[src/rtl/stopwatch_up_bcd_pkg.sv]
// Shared definitions for the up-counting BCD stopwatch and its display path.
// Holds the FSM state encoding, the active-low 7-segment codes
// ({a,b,c,d,e,f,g,dp}, 0 = segment lit) and the active-low digit enables.
package stopwatch_up_bcd_pkg;

    typedef enum logic [1:0] {
        ST_IDLE  = 2'd0,
        ST_RUN   = 2'd1,
        ST_PAUSE = 2'd2,
        ST_DONE  = 2'd3
    } state_t;

    localparam logic [7:0] SS_0 = 8'b00000011;
    localparam logic [7:0] SS_1 = 8'b10011111;
    localparam logic [7:0] SS_2 = 8'b00100101;
    localparam logic [7:0] SS_3 = 8'b00001101;
    localparam logic [7:0] SS_4 = 8'b10011001;
    localparam logic [7:0] SS_5 = 8'b01001001;
    localparam logic [7:0] SS_6 = 8'b01000001;
    localparam logic [7:0] SS_7 = 8'b00011111;
    localparam logic [7:0] SS_8 = 8'b00000001;
    localparam logic [7:0] SS_9 = 8'b00001001;
    localparam logic [7:0] SS_F = 8'b01110001;

    localparam logic [3:0] DIG0 = 4'b1110;  // ones digit enabled
    localparam logic [3:0] DIG1 = 4'b1101;  // tens digit enabled

endpackage

[src/rtl/stopwatch_up_bcd_bcd_to_seg.sv]
// bcd_to_seg: combinational BCD digit to active-low 7-segment decoder.
// Non-decimal inputs (10..15) display 'F'.
//   i_bcd  in   4  BCD digit
//   o_seg  out  8  active-low segments {a,b,c,d,e,f,g,dp}
module bcd_to_seg
    import stopwatch_up_bcd_pkg::*;
(
    input  logic [3:0] i_bcd,
    output logic [7:0] o_seg
);

    always_comb begin
        o_seg = SS_F;
        case (i_bcd)
            4'd0:    o_seg = SS_0;
            4'd1:    o_seg = SS_1;
            4'd2:    o_seg = SS_2;
            4'd3:    o_seg = SS_3;
            4'd4:    o_seg = SS_4;
            4'd5:    o_seg = SS_5;
            4'd6:    o_seg = SS_6;
            4'd7:    o_seg = SS_7;
            4'd8:    o_seg = SS_8;
            4'd9:    o_seg = SS_9;
            default: o_seg = SS_F;
        endcase
    end

endmodule

[src/rtl/stopwatch_up_bcd.sv]
// stopwatch_up_bcd: two-digit BCD stopwatch counting up from 00 on each
// 1 Hz tick until it reaches {LIMIT_TENS,LIMIT_ONES}. Start/stop and
// lap/clear buttons drive a small FSM; a lap register can freeze the
// displayed value while the live count keeps running.
//   qclk     in   1   system clock (rising edge)
//   rst_n    in   1   asynchronous reset, active HIGH
//   tick     in   1   1 Hz single-cycle enable
//   btn_ss   in   1   start/stop button level (1 = pressed)
//   btn_lap  in   1   lap/clear button level (1 = pressed)
//   tens     out  4   live BCD tens digit
//   ones     out  4   live BCD ones digit
//   running  out  1   state is RUN
//   endled   out  15  all ones while in DONE
//   BCD_dsp  out  8   active-low segments {a,b,c,d,e,f,g,dp}
//   bit_dsp  out  4   active-low digit enable
//
// state | meaning
// IDLE  | count at 00, waiting for start
// RUN   | counting on tick, lap toggles display freeze
// PAUSE | count frozen; start resumes, lap clears
// DONE  | limit reached, count held, LEDs lit; lap clears
module stopwatch_up_bcd
    import stopwatch_up_bcd_pkg::*;
#(
    parameter int LIMIT_TENS = 5,
    parameter int LIMIT_ONES = 9,
    parameter int SCAN_W     = 20
) (
    input  logic        qclk,
    input  logic        rst_n,
    input  logic        tick,
    input  logic        btn_ss,
    input  logic        btn_lap,
    output logic [3:0]  tens,
    output logic [3:0]  ones,
    output logic        running,
    output logic [14:0] endled,
    output logic [7:0]  BCD_dsp,
    output logic [3:0]  bit_dsp
);

    localparam logic [3:0] LIM_T = 4'(LIMIT_TENS);
    localparam logic [3:0] LIM_O = 4'(LIMIT_ONES);

    state_t              r_state;
    logic [3:0]          r_tens;
    logic [3:0]          r_ones;
    logic                r_lap_hold;
    logic [3:0]          r_lap_tens;
    logic [3:0]          r_lap_ones;
    logic [SCAN_W-1:0]   r_scan;
    logic                r_ss_q;
    logic                r_lap_q;

    state_t              w_state_nx;
    logic [3:0]          w_tens_nx;
    logic [3:0]          w_ones_nx;
    logic                w_hold_nx;
    logic [3:0]          w_lap_tens_nx;
    logic [3:0]          w_lap_ones_nx;

    logic                w_ss_press;
    logic                w_lap_press;
    logic [3:0]          w_inc_tens;
    logic [3:0]          w_inc_ones;
    logic                w_at_limit;
    logic [3:0]          w_digit;

    // Start/stop wins over lap when both are pressed in the same cycle.
    assign w_ss_press  = btn_ss & ~r_ss_q;
    assign w_lap_press = btn_lap & ~r_lap_q & ~w_ss_press;

    assign w_inc_ones = (r_ones == 4'd9) ? 4'd0 : r_ones + 4'd1;
    assign w_inc_tens = (r_ones == 4'd9) ? r_tens + 4'd1 : r_tens;
    assign w_at_limit = (w_inc_tens == LIM_T) && (w_inc_ones == LIM_O);

    always_comb begin
        w_state_nx    = r_state;
        w_tens_nx     = r_tens;
        w_ones_nx     = r_ones;
        w_hold_nx     = r_lap_hold;
        w_lap_tens_nx = r_lap_tens;
        w_lap_ones_nx = r_lap_ones;
        case (r_state)
            ST_IDLE: begin
                if (w_ss_press) w_state_nx = ST_RUN;
            end
            ST_RUN: begin
                if (tick) begin
                    w_tens_nx = w_inc_tens;
                    w_ones_nx = w_inc_ones;
                end
                if (w_lap_press) begin
                    w_hold_nx = ~r_lap_hold;
                    // Freeze the value shown before this edge's increment.
                    if (!r_lap_hold) begin
                        w_lap_tens_nx = r_tens;
                        w_lap_ones_nx = r_ones;
                    end
                end
                // Reaching the limit outranks a simultaneous stop request.
                if (tick && w_at_limit) begin
                    w_state_nx = ST_DONE;
                    w_hold_nx  = 1'b0;
                end else if (w_ss_press) begin
                    w_state_nx = ST_PAUSE;
                    w_hold_nx  = 1'b0;
                end
            end
            ST_PAUSE: begin
                if (w_ss_press) begin
                    w_state_nx = ST_RUN;
                end else if (w_lap_press) begin
                    w_state_nx = ST_IDLE;
                    w_tens_nx  = 4'd0;
                    w_ones_nx  = 4'd0;
                    w_hold_nx  = 1'b0;
                end
            end
            ST_DONE: begin
                if (w_lap_press) begin
                    w_state_nx = ST_IDLE;
                    w_tens_nx  = 4'd0;
                    w_ones_nx  = 4'd0;
                    w_hold_nx  = 1'b0;
                end
            end
            default: w_state_nx = ST_IDLE;
        endcase
    end

    always_ff @(posedge qclk or posedge rst_n) begin
        if (rst_n) begin
            r_state    <= ST_IDLE;
            r_tens     <= 4'd0;
            r_ones     <= 4'd0;
            r_lap_hold <= 1'b0;
            r_lap_tens <= 4'd0;
            r_lap_ones <= 4'd0;
            r_scan     <= '0;
            // Button history comes out of reset as "already pressed" so a
            // button held through reset release does not count as a press.
            r_ss_q     <= 1'b1;
            r_lap_q    <= 1'b1;
        end else begin
            r_state    <= w_state_nx;
            r_tens     <= w_tens_nx;
            r_ones     <= w_ones_nx;
            r_lap_hold <= w_hold_nx;
            r_lap_tens <= w_lap_tens_nx;
            r_lap_ones <= w_lap_ones_nx;
            r_scan     <= r_scan + SCAN_W'(1);
            r_ss_q     <= btn_ss;
            r_lap_q    <= btn_lap;
        end
    end

    assign tens    = r_tens;
    assign ones    = r_ones;
    assign running = (r_state == ST_RUN);
    assign endled  = (r_state == ST_DONE) ? 15'h7FFF : 15'h0000;

    always_comb begin
        w_digit = r_lap_hold ? r_lap_ones : r_ones;
        if (r_scan[SCAN_W-1]) w_digit = r_lap_hold ? r_lap_tens : r_tens;
    end

    assign bit_dsp = r_scan[SCAN_W-1] ? DIG1 : DIG0;

    bcd_to_seg u_seg (
        .i_bcd (w_digit),
        .o_seg (BCD_dsp)
    );

endmodule

[config.mk]
export PLATFORM = sky130hd
export DESIGN_NAME = stopwatch_up_bcd
export DESIGN_NICKNAME = d
export VERILOG_FILES = /design/src/rtl/stopwatch_up_bcd_pkg.sv /design/src/rtl/stopwatch_up_bcd_bcd_to_seg.sv /design/src/rtl/stopwatch_up_bcd.sv
export SDC_FILE = /design/constraint.sdc
export NUM_CORES = 1
export LEC_CHECK = 0
export ABC_CLOCK_PERIOD_IN_PS = 2150
export BUFFER_PORTS_ARGS = -buffer_cell sky130_fd_sc_hd__buf_2
export CAP_MARGIN = 20
export CORE_ASPECT_RATIO = 0.8
export CORE_UTILIZATION = 35
export CTS_BUF_LIST = sky130_fd_sc_hd__clkbuf_16
export DETAILED_ROUTE_END_ITERATION = 8
export PLACE_DENSITY = 0.53
export SLEW_MARGIN = 20
export SYNTH_ARGS = -nofsm -noshare
export SYNTH_HDL_FRONTEND = slang
export SYNTH_SLANG_ARGS = --single-unit
[constraint.sdc]
create_clock -name qclk -period 2.15 [get_ports qclk]
set_input_delay 0.1075 -clock qclk [delete_from_list [all_inputs] [get_ports qclk]]
set_output_delay 0.1075 -clock qclk [all_outputs]
set_load 0.02 [all_outputs]
* After elaboration in Yosys (flattened, before gate mapping)
Memories as Yosys holds them, arrays and structs flattened. Cells that the tools add are included.
Operators by class: $add $sub $neg 3, equal/unequal tests 11, muxes and demuxes 27, bitwise gates (word level) 7, reduce and logical (&&, ||, !) cells 8
Operators by type and width (count):
- 4-bit 2-to-1 mux | 11
- 4-bit case mux with 3 select lines | 2
- 20-bit by 1-bit adder with 20-bit output (second input constant) | 1
- 15-bit 2-to-1 mux | 1
- 2-bit 2-to-1 mux | 6
- 4-bit by 1-bit adder with 4-bit output (second input constant) | 2
- 4-bit equality test (second input constant) | 2
- 2-bit case mux with 4 select lines | 1
- 2-bit != test (second input constant) | 3
- 3-bit AND reduction | 2
- 1-bit 2-to-1 mux | 5
- 2-bit equality test (second input constant) | 2
- 4-bit by 3-bit equality test with 1-bit output (second input constant) | 1
- 4-bit by 1-bit != test with 1-bit output (second input constant) | 1
- 1-bit inverter | 4
- 2-bit AND reduction | 2
- 1-bit bitwise AND | 3
- 3-bit by 1-bit != test with 1-bit output (second input constant) | 1
- 1-bit case mux with 3 select lines | 1
- 3-bit nonzero test | 1
- 2-bit by 1-bit equality test with 1-bit output (second input constant) | 1
- 1-bit logical AND | 2
- 2-bit zero test | 1
Storage, ports and cells: flip-flop bits (word level) 41, bits in read-only memories 112, input bits 5, output and inout port bits 36, logic and storage cells 66, memories 1
Memories:
- (name not given) | depth 16, width 7, rd ports 1, clocked after Yosys merged registers in 0, wr ports 0, line stopwatch_up_bcd_bcd_to_seg.sv:14 | case (i_bcd)

* Depth between registers and ports, before layout
depth after elaboration 8, gate-level depth with buffers 7, mapped depth without buffers 6

* Modules after synthesis
Synthesis repeated with hierarchy kept, for this count alone.
Unflattened totals: cells, all modules 224, area total of the unflattened synthesis 2373.5 um^2
Modules (own cells, without submodules):
- stopwatch_up_bcd | times used 1, cells each 194, area an instance 2148.3 um^2
- bcd_to_seg | times used 1, cells each 30, area an instance 225.2 um^2

* Least setup slack after synthesis
Ideal clock, no wire load.
path type flip-flop to output port, start register r_ones[1], in the netlist ones[1], end output BCD_dsp[3], arrival 2.240 ns, data required time 2.043 ns, setup slack -0.197 ns, stages on the path, launching flop included 5, cells stage by stage dfrtp_1 -> clkbuf_1 -> mux4_2 -> ha_1 -> o311ai_0
Between the ends: cells in the longest elaborated chain, start to end 3
RTL lines:
- from (decl) | line stopwatch_up_bcd.sv:47 | logic [3:0] r_ones;
- from (signal assigned) | line stopwatch_up_bcd.sv:148 | r_ones <= w_ones_nx;
- 4-bit 2-to-1 mux
- 4-bit 2-to-1 mux | line stopwatch_up_bcd.sv:165 | if (r_scan[SCAN_W-1]) w_digit = r_lap_hold ? r_lap_tens : r_tens;
- memory read 16 x 7 bit
- to (decl) | line stopwatch_up_bcd.sv:38 | output logic [7:0] BCD_dsp,
Every way passes these cells.

* Worst setup path after layout
start register r_scan[19], end output BCD_dsp[4]
Between the ends: cells in the longest elaborated chain, start to end 2
RTL lines:
- from (decl) | line stopwatch_up_bcd.sv:51 | logic [SCAN_W-1:0] r_scan;
- from (signal assigned) | line stopwatch_up_bcd.sv:152 | r_scan <= r_scan + SCAN_W'(1);
- 4-bit 2-to-1 mux | line stopwatch_up_bcd.sv:165
- memory read 16 x 7 bit
Every way passes these cells.

==> results by group <==
Synth
  – Sequential share of the synthesized area: 0.427
  – EDFF count, synth: 0
  – Synthesized instance count: 239
  – Mapped Area: 2410 um2
  – Yosys cell types: 51
  – Synthesis Warnings: 0
  – Synth Area per Inst: 10.1 um2
  – Yosys reg bits: 41
  – Fraction of registers with async set/reset: 1.00
  – Synth Flop Type: dfrtp_1

Floorplan
  – Die outline width: 94.7 um
  – I/O pins: 41
  – Starting Density: 0.370
  – Core ar.: 6510 um2
  – Row count: 26
  – Die area: 7220 um2
  – Die Y-Extent: 76.2 um

Clocking
  – Clk buf depth: 2
  – Clk_lat worst skew: 0.28 ns
  – CTS tree: done
  – CTS Sinks: 41
  – Num CTS Buffers: 5
  – Clock Pin Slew Worst Setup and Hold Paths: 0.06 ns
  – Clk root buf: clkbuf_16
  – H-tree depth: 2

Critical path
  – Bufs and invs on worst path: 3
  – WP data required: 2.04 ns
  – CP cell instances: mux4_2 -> inv_2 -> ha_4 -> inv_2 -> nand2_1 -> a31oi_1 -> buf_4
  – Critical-path maximum fanout: 4
  – Crit end category: primary output
  – Critical path's top delay family: multiplexers
  – WP data arrival: 1.97 ns
  – Critical path class: register to primary output
  – Crit path max-delay cell type: mux4_2
  – CP Launch Type: register
  – CP max stage delay: 0.56 ns
  – Most used cell, CP: inv_2

Timing
  – RSZ-0062 raised after global routing: yes
  – Final Hold Vio Count: 0
  – Final period util: 0.965
  – Rel. slew slack: 0.599
  – Post-route minimum period: 2.07 ns
  – Hold slack: 0.279 ns
  – Fmax: 0.482 GHz
  – Setup violations, final: 0
  – Setup clock skew after layout: 0.00290 ns
  – Final slew viol count: 0
  – Final worst setup slack: 0.0751 ns
  – Setup TNS: 0 ns
  – Slew @ Worst Pin: 0.597 ns

Pwr
  – VDD IR max: 0.000434 V
  – Leakage power: 1.37 nW
  – Power per standard cell area: 1210 nW/um2

Run
  – Max-Cap Viols: 0

Worst hold path
  – Worst hold path class: input pin to register

Cells and area
  – Nets@finish: 290
  – Antenna cells: 0
  – Share of post-route cells with drive strength above 1: 0.302
  – Register area: 1030 um2
  – Area Overhead vs Synth: 18.2%
  – Footprint of the multi-input gates: 1200 um2
  – # fillers: 640

GRT
  – Vias in the first global route: 1615
  – Initial antenna violation count: 0
  – All-layer global routing usage: 0.148
  – Largest net degree at the start of global routing: 42
  – Global route total overflow: 0
  – First-pass GRT wire length: 8.25 mm

Route
  – Overall routed net length: 4.92 mm
  – DR iter-0 viols: 107
  – Vias: 1824
  – Drt first pass iters: 4
  – Vias per cell: 5.04
  – Routed wire length per instance: 13.6 um
  – Post-DRT Antenna Nets: 0
  – Post-route DRC: 0

Placed design
  – Detailed Place HPWL: 3.43 mm
  – Pre-CTS setup slack: 0.245 ns
  – GPL Wtd Cong: 0.824
  – Buffers on Ports: 37

Run status
  – Status: finished clean
worst reg2reg max path, stage by stage, from the launching register on:
cell     delay [ns]
dfrtp_2        0.46
buf_4          0.18
or4_4          0.65
mux2_4         0.33
final cells by class:
cell class              instances  area share
clock buffers                   5      0.0440
clock inverters                 3     0.00571
repair buffers                 55       0.117
well taps                      84      0.0369
flip-flops and latches         41       0.362
inverters                       9      0.0119
multi-input cells             165       0.422
per-layer routing:
metal  part of all wire  track usage  vias up
met5                  0            0        -
met4              0.014       0.0500        0
met3              0.040       0.0369        8
met2               0.41        0.203       41
met1               0.54        0.225      889
li1                   -            -      886
sequential cells by signal (all words and copies together), names as in the netlist:
name,flops
ones,4
r_lap_hold,1
r_lap_ones,4
r_lap_q,1
r_lap_tens,4
r_scan,20
r_ss_q,1
r_state,2
tens,4
Yosys cell counts (all sizes together) (5+ instances only):
cell type / number / area, um2
nor2: 6 / 22.5
a21oi: 8 / 40.0
clkbuf: 5 / 18.8
nor3: 6 / 30.0
mux2: 10 / 139
nand2: 28 / 105
xnor2: 12 / 105
ha: 8 / 100
xor2: 6 / 52.6
nand3: 11 / 55.1
o21ai: 16 / 80.1
inv: 8 / 30.0
nand2b: 7 / 46.3
buf: 21 / 156
dfrtp: 39 / 976
placed cells by master, fill, tap and decap left out, drive strengths merged, types with 5 or more instances in the layout:
cell type  Yosys  layout
ha             8       8
nand2b         7       7
clkbuf         5       5
inv            8       9
a21oi          8       8
o21ai         16      16
xor2           6       6
xnor2         12      12
mux2          10      10
nor3           6       6
nor2           6       6
nand3         11      11
dfrtp         39      39
buf           21      52
nand2         28      28
cells by family (layout without fill, tap and decap cells):
logic type,Yosys count,after routing,synth area share
mux,17,17,0.104
buf+inv,35,72,0.0868
fa+ha+maj,8,8,0.0416
other cells,1,3,0.00156
compound gates,39,39,0.0998
xor+xnor,18,18,0.0655
simple gates,80,80,0.174
flops,41,41,0.427
stage by stage:
stage	utilization	total power [mW]	cells	area (um2)
3_3_place_gp	0.402	2.57	347	2610
3_5_place_dp	0.402	2.57	347	2610
2_1_floorplan	-	2.17	241	2410
5_1_grt	0.438	3.69	362	2850
6_report	0.438	3.45	362	2850
4_1_cts	0.431	3.37	361	2810
power by group:
| part | internal [mW] | total [mW] | switching, mW | leakage, nW |
|---|---|---|---|---|
| Combinational | 0.716 | 1.70 | 0.987 | 0.765 |
| Clock | 0.426 | 0.726 | 0.300 | 0.0693 |
| Sequential | 0.884 | 1.02 | 0.138 | 0.531 |
| Total | 2.03 | 3.45 | 1.42 | 1.37 |
repair_timing:
| action | CTS | global route |
|---|---|---|
| endpoints found under the setup margin | 1 | 7 |
| gates resized for setup | 2 | 8 |
| endpoints found under the hold margin | 41 | 0 |
| pin swaps | 0 | 3 |
| hold buffers | 3 | 0 |
| setup buffers | 3 | 1 |
worst paths after layout:
kind	startpoint	end	slack [ns]	cells after the start
worst max-delay path	r_scan[19]$_DFF_PP0_	BCD_dsp[4]	0.08	7
worst min-delay path	tick	tens[3]$_DFFE_PP0P_	0.28	3
worst max register to register	r_lap_hold$_DFFE_PP0P_	r_lap_tens[0]$_DFFE_PP0P_	0.41	3
worst min register to register	r_scan[14]$_DFF_PP0_	r_scan[14]$_DFF_PP0_	0.47	1
max in group asynchronous	rst_n	r_lap_hold$_DFFE_PP0P_	1.25	4
min in group asynchronous	rst_n	r_scan[12]$_DFF_PP0_	0.51	4
Power figures use the tool's default switching activity.
